--- src/rtl/dco_code_controller.sv ---
// ADPLL loop controller: SAR search on the DCO coarse code, then +/-1 tracking
// with lock detection (reversal count) and loss-of-lock detection (run count).
module dco_code_controller #(
    parameter int CODE_W     = 6,
    parameter int SETTLE     = 2,
    parameter int LOCK_CNT   = 4,
    parameter int UNLOCK_CNT = 3
) (
    input  logic              phase_clk,
    input  logic              reset,
    input  logic              p_up,
    input  logic              p_down,
    output logic [CODE_W-1:0] coarse,
    output logic              freq_lock,
    output logic              polarity,
    output logic [1:0]        state_o,
    output logic              lock_lost
);

    typedef enum logic [1:0] {
        S_SEARCH = 2'd0,
        S_TRACK  = 2'd1,
        S_LOCKED = 2'd2
    } state_t;

    localparam int SET_W = $clog2(SETTLE + 2);
    localparam int CNT_MAX = (LOCK_CNT > UNLOCK_CNT) ? LOCK_CNT : UNLOCK_CNT;
    localparam int CNT_W = $clog2(CNT_MAX + 2);
    localparam logic [CODE_W-1:0] CODE_MID  = CODE_W'(1) << (CODE_W - 1);
    localparam logic [CODE_W-1:0] STEP_INIT = CODE_W'(1) << (CODE_W - 2);

    state_t             state_q, state_d;
    logic [SET_W-1:0]   settle_q, settle_d;
    logic [CODE_W-1:0]  coarse_q, coarse_d;
    logic [CODE_W-1:0]  step_q, step_d;
    logic               pol_q, pol_d;
    logic               lock_q, lock_d;
    logic               lost_q, lost_d;
    logic [CNT_W-1:0]   rev_q, rev_d;
    logic [CNT_W-1:0]   run_q, run_d;

    logic               sample, dec_up, dec_dn, dec_al, dir_same, sat;
    logic [CODE_W-1:0]  step_v;
    logic [CODE_W:0]    sum, diff;

    // Decisions are taken only on the sampling edge that ends each settle window.
    assign sample = (settle_q == SET_W'(SETTLE));
    assign dec_up = p_up & ~p_down;
    assign dec_dn = p_down & ~p_up;
    assign dec_al = ~p_up & ~p_down;

    // Next code is formed one bit wider so both directions clamp instead of wrapping.
    assign step_v   = (state_q == S_SEARCH) ? step_q : CODE_W'(1);
    assign sum      = {1'b0, coarse_q} + {1'b0, step_v};
    assign diff     = {1'b0, coarse_q} - {1'b0, step_v};
    assign sat      = (dec_up & sum[CODE_W]) | (dec_dn & diff[CODE_W]);
    assign dir_same = dec_up ? pol_q : ~pol_q;

    always_comb begin
        state_d  = state_q;
        settle_d = settle_q + SET_W'(1);
        coarse_d = coarse_q;
        step_d   = step_q;
        pol_d    = pol_q;
        lock_d   = lock_q;
        lost_d   = 1'b0;
        rev_d    = rev_q;
        run_d    = run_q;

        if (sample) begin
            settle_d = '0;
            if (dec_up) begin
                coarse_d = sum[CODE_W] ? '1 : sum[CODE_W-1:0];
                pol_d    = 1'b1;
            end else if (dec_dn) begin
                coarse_d = diff[CODE_W] ? '0 : diff[CODE_W-1:0];
                pol_d    = 1'b0;
            end

            if (dec_up | dec_dn | dec_al) begin
                case (state_q)
                    S_SEARCH: begin
                        step_d = step_q >> 1;
                        if (step_d == '0) state_d = S_TRACK;
                    end
                    S_TRACK: begin
                        // Clamped requests count as same-direction, so a rail never fakes lock.
                        if (dec_al || (!dir_same && !sat)) rev_d = rev_q + CNT_W'(1);
                        else                               rev_d = '0;
                        if (rev_d == CNT_W'(LOCK_CNT)) begin
                            state_d = S_LOCKED;
                            lock_d  = 1'b1;
                            rev_d   = '0;
                            run_d   = '0;
                        end
                    end
                    S_LOCKED: begin
                        // A direction change starts a new run of length one.
                        if (dec_al)        run_d = '0;
                        else if (dir_same) run_d = run_q + CNT_W'(1);
                        else               run_d = CNT_W'(1);
                        if (run_d == CNT_W'(UNLOCK_CNT)) begin
                            state_d = S_TRACK;
                            lock_d  = 1'b0;
                            lost_d  = 1'b1;
                            rev_d   = '0;
                            run_d   = '0;
                        end
                    end
                    default: state_d = S_SEARCH;
                endcase
            end
        end
    end

    always_ff @(posedge phase_clk or negedge reset) begin
        if (!reset) begin
            state_q  <= S_SEARCH;
            settle_q <= '0;
            coarse_q <= CODE_MID;
            step_q   <= STEP_INIT;
            pol_q    <= 1'b0;
            lock_q   <= 1'b0;
            lost_q   <= 1'b0;
            rev_q    <= '0;
            run_q    <= '0;
        end else begin
            state_q  <= state_d;
            settle_q <= settle_d;
            coarse_q <= coarse_d;
            step_q   <= step_d;
            pol_q    <= pol_d;
            lock_q   <= lock_d;
            lost_q   <= lost_d;
            rev_q    <= rev_d;
            run_q    <= run_d;
        end
    end

    assign coarse    = coarse_q;
    assign freq_lock = lock_q;
    assign polarity  = pol_q;
    assign state_o   = state_q;
    assign lock_lost = lost_q;

endmodule

--- config.mk ---
export PLATFORM = sky130hd
export DESIGN_NAME = dco_code_controller
export DESIGN_NICKNAME = d
export VERILOG_FILES = /design/src/rtl/dco_code_controller.sv
export SDC_FILE = /design/constraint.sdc
export NUM_CORES = 1
export LEC_CHECK = 0
export CORE_MARGIN = 1
export CORE_UTILIZATION = 55
export DETAILED_ROUTE_END_ITERATION = 6
export GPL_ROUTABILITY_DRIVEN = 0
export PLACE_DENSITY = 0.75
export SLEW_MARGIN = 20
export SYNTH_ARGS = -nofsm -noshare
export SYNTH_HDL_FRONTEND = slang
export SYNTH_SLANG_ARGS = --single-unit
--- constraint.sdc ---
create_clock -name phase_clk -period 6.1 [get_ports phase_clk]
set_input_delay 1.83 -clock phase_clk [delete_from_list [all_inputs] [get_ports phase_clk]]
set_output_delay 1.83 -clock phase_clk [all_outputs]
set_load 0.02 [all_outputs]
==> impl_results.md <==
* Post-DP HPWL at 2820 um
* Maximum fanout along the worst path at 14
* Final Skew at 7.38 ps
* Share of power burned in registers at 32.8%
* Main combinational cell family by area after synthesis: compound AO/OA/AOI/OAI gates
* Reg-to-reg critical path endpoint: run_q[1]$_DFFE_PN0P_
* Distinct cells, synth at 52
* Syn nets at 204
* Die W at 58.2 um
* Seq cells post-synth at 24
* R2R cell count at 8
* Root Driver: clkbuf_4
* RSZ-0062 raised after global routing: no
* Vias per Instance at 6.00
* Clk_lat worst skew at 310 ps
* Worst Setup SP: p_down
* Core area at 3030 sq um
* Clock power frac at 16.4%
* Clk sinks at 24
* DR WL met2 at 1900 um
* Inserted Clock Buffers at 3
* WL final at 3660 um
* Row Count at 20
* Mapped Cells at 181
* Routed met1 length at 1600 um
* Worst hold-check slack at 479 ps
* Hold Buf Count CTS at 0
* Grt total ovfl at 0
* Starting DRC count in detailed routing at 95
* CP Data Required Time at 6360 ps
* Final Max Slew Viols at 0
* Placed Cells at 233
* Post-synthesis adder-cell area fraction at 14.6%
* Met3 wire len at 95 um
* Status: finished, final reports clean
* Switching Power at 0.275 mW
* Final Setup Violations at 0
* Antenna diodes at 0
* Initial antenna violation count at 0
* Post-synthesis simple-gate area fraction at 17.0%
* Setup bufs post-CTS at 0
* Maximum vdd drop at 207 uV
* Critical Path End Type: flop
* Post_cts resized at 0
* # port buffers at 14
* Reg2reg start: state_o[0]$_DFFE_PN0P_
* Logic gate share of total power at 50.8%
* Main flop type after synthesis: dfrtp_1
* Vias in the first global route at 1420
* Max Root-Sink Buffers at 2
* Power per cell area at 353 nW/um^2
* Synth-to-layout area growth at 11.9%
* P_leak at 0.913 nW
* FF-to-FF setup slack at 3280 ps
* Die Y at 58.2 um
* Top Ports at 15
* Critical Path Sink: rev_q[0]$_DFFE_PN0P_
* Initial Utilization at 57.3%
* Power Internal at 0.411 mW
* DRC Markers at 0
* F_max at 257 MHz
* Min-Delay Path Class: flop to flop
* Routed Antenna Nets at 0
* Post-synthesis compound-gate area fraction at 23.8%
* Synth warnings at 0
* Total number of vias at 1421
* Count of non-filler cells in the finished layout at 237
* Final Hold Viols at 0
* Multiplexer share of the synthesized area at 3.25%
* Routed len/inst at 15.5 um
* Die area at 3380 sq um
* EDFF count, synth at 0
* Clock slew at reported path FFs at 130 ps
* Tot GR Track Use at 24.1%
* Sequential fraction of the synthesis area at 34.8%
* Share of cells above drive strength 1 at 9.33%
* Transition time of the tightest slew-check pin at 602 ps
* Worst slew margin at 59.6%
* Part of the cycle the worst path needs at 63.8%
* Startpoint Class: primary input
* Largest net degree at the start of global routing at 25
* Final Critical Period at 3890 ps
* NumNets Final at 217
* Crit Path Class: primary input to flop
* Ys async rst share at 100%
* Setup TNS at 0 ps
* CTS tree: yes
* First-pass GRT wire length at 6220 um
* TritonRoute pass-1 iters at 4
* CP arrival at 4150 ps
* Sw frac at 40.1%
* Max-cap violations at 0
* Syn avg cell area at 9.58 sq um
* Cell area after synthesis at 1730 sq um
* XOR/XNOR Fraction of Synth Area at 1.01%
* Max layer used: met4
* H-tree levels at 1
[cell families (layout without fill, tap and decap cells)]
kind of cell             count (synthesis)  after routing
flip-flops                              24             24
XOR/XNOR                                 2              2
multiplexers                             5              5
AND/OR/NAND/NOR                         53             53
AO/OA/AOI/OAI                           56             56
adder cells (fa/ha/maj)                 19             19
buffers and inverters                   22             34
[placed cells by master, fill, tap and decap left out, types with 5 or more instances in the layout]
cell	n
a21oi_1	11
clkdlybuf4s50_1	13
dfrtp_1	22
ha_1	17
inv_1	16
mux2_2	5
nand2_1	13
nor2_1	9
nor2b_1	5
o21ai_0	9
[routing by layer]
metal | track usage, % | up-vias
li1 | - | 687
met1 | 30.0 | 695
met2 | 42.5 | 31
met3 | 2.01 | 8
met4 | 10.5 | 0
met5 | 0 | -
[synthesized netlist by cell type, types with 2 or more instances]
cell type | n | area [sq um]
o21bai_1 | 2 | 15.0
clkbuf_1 | 2 | 7.51
o2bb2ai_1 | 2 | 17.5
a21oi_1 | 11 | 55.1
dfstp_2 | 2 | 52.6
a221o_1 | 3 | 30.0
or3_1 | 3 | 18.8
o21ai_0 | 9 | 45.0
nor2b_1 | 5 | 31.3
nor2_1 | 9 | 33.8
nand4_1 | 2 | 12.5
ha_1 | 17 | 213
buf_2 | 2 | 10.0
a221oi_1 | 3 | 26.3
mux2_2 | 5 | 56.3
and2_1 | 4 | 25.0
o221ai_1 | 2 | 17.5
a211o_1 | 4 | 35.0
nand2_1 | 13 | 48.8
nor3_1 | 3 | 15.0
nand3b_1 | 3 | 22.5
inv_1 | 16 | 60.1
fa_1 | 2 | 40.0
a32o_1 | 3 | 30.0
a211oi_1 | 3 | 22.5
xor2_1 | 2 | 17.5
a31oi_1 | 2 | 12.5
dfrtp_1 | 22 | 551
nor3b_1 | 2 | 15.0
[state kept, by name, indices dropped and copies added (netlist names)]
register and count:
coarse 6, step_q 5, rev_q 3, run_q 3, settle_q 2, state_o 2, freq_lock 1, lock_lost 1
polarity 1
[cell type report]
class	instances	area, sq um
clock inverters	1	30.0
fillers	261	1090
well taps	44	55.1
inverters	16	60.1
multi-input cells	135	1030
repair buffers	14	135
clock buffers	3	22.5
flip-flops and latches	24	603
[through the flow]
stage	utilization [%]	power (mW)	instance area, sq um	worst slack [ps]
global placement	62.5	0.560	1890	2050
finish	64.1	0.686	1940	2210
CTS	64.3	0.688	1950	2240
floorplan	-	0.475	1730	2810
detailed placement	62.5	0.573	1890	1910
global route	64.1	0.736	1940	2130
[how the worst min path moves through the flow]
stage | to | slack (ps) | startpoint | depth (start not counted)
after floorplan | settle_q[0]$_DFF_PN0_ | 440 | settle_q[1]$_DFF_PN0_ | 1
after global placement | settle_q[0]$_DFF_PN0_ | 460 | settle_q[1]$_DFF_PN0_ | 1
after detailed placement | settle_q[0]$_DFF_PN0_ | 470 | settle_q[1]$_DFF_PN0_ | 1
after CTS | settle_q[0]$_DFF_PN0_ | 490 | settle_q[1]$_DFF_PN0_ | 1
after global routing | freq_lock$_DFFE_PN0P_ | 520 | freq_lock$_DFFE_PN0P_ | 1
final | settle_q[0]$_DFF_PN0_ | 480 | settle_q[1]$_DFF_PN0_ | 1
[worst max-delay path, cell delays in order]
cell,delay [ps]
clkdlybuf4s50_1,460
inv_1,100
ha_1,460
xor2_1,330
nor2_1,150
or3_1,390
a21oi_1,230
mux2_2,200
[power groups by stage]
stage,Combinational (mW),Clock [mW],Sequential [mW]
floorplan,0.230,0,0.246
global placement,0.335,0,0.225
detailed placement,0.345,0,0.228
CTS,0.346,0.117,0.225
global route,0.383,0.124,0.229
finish,0.348,0.112,0.225
Note: power is estimated with default switching activity, not from simulation.
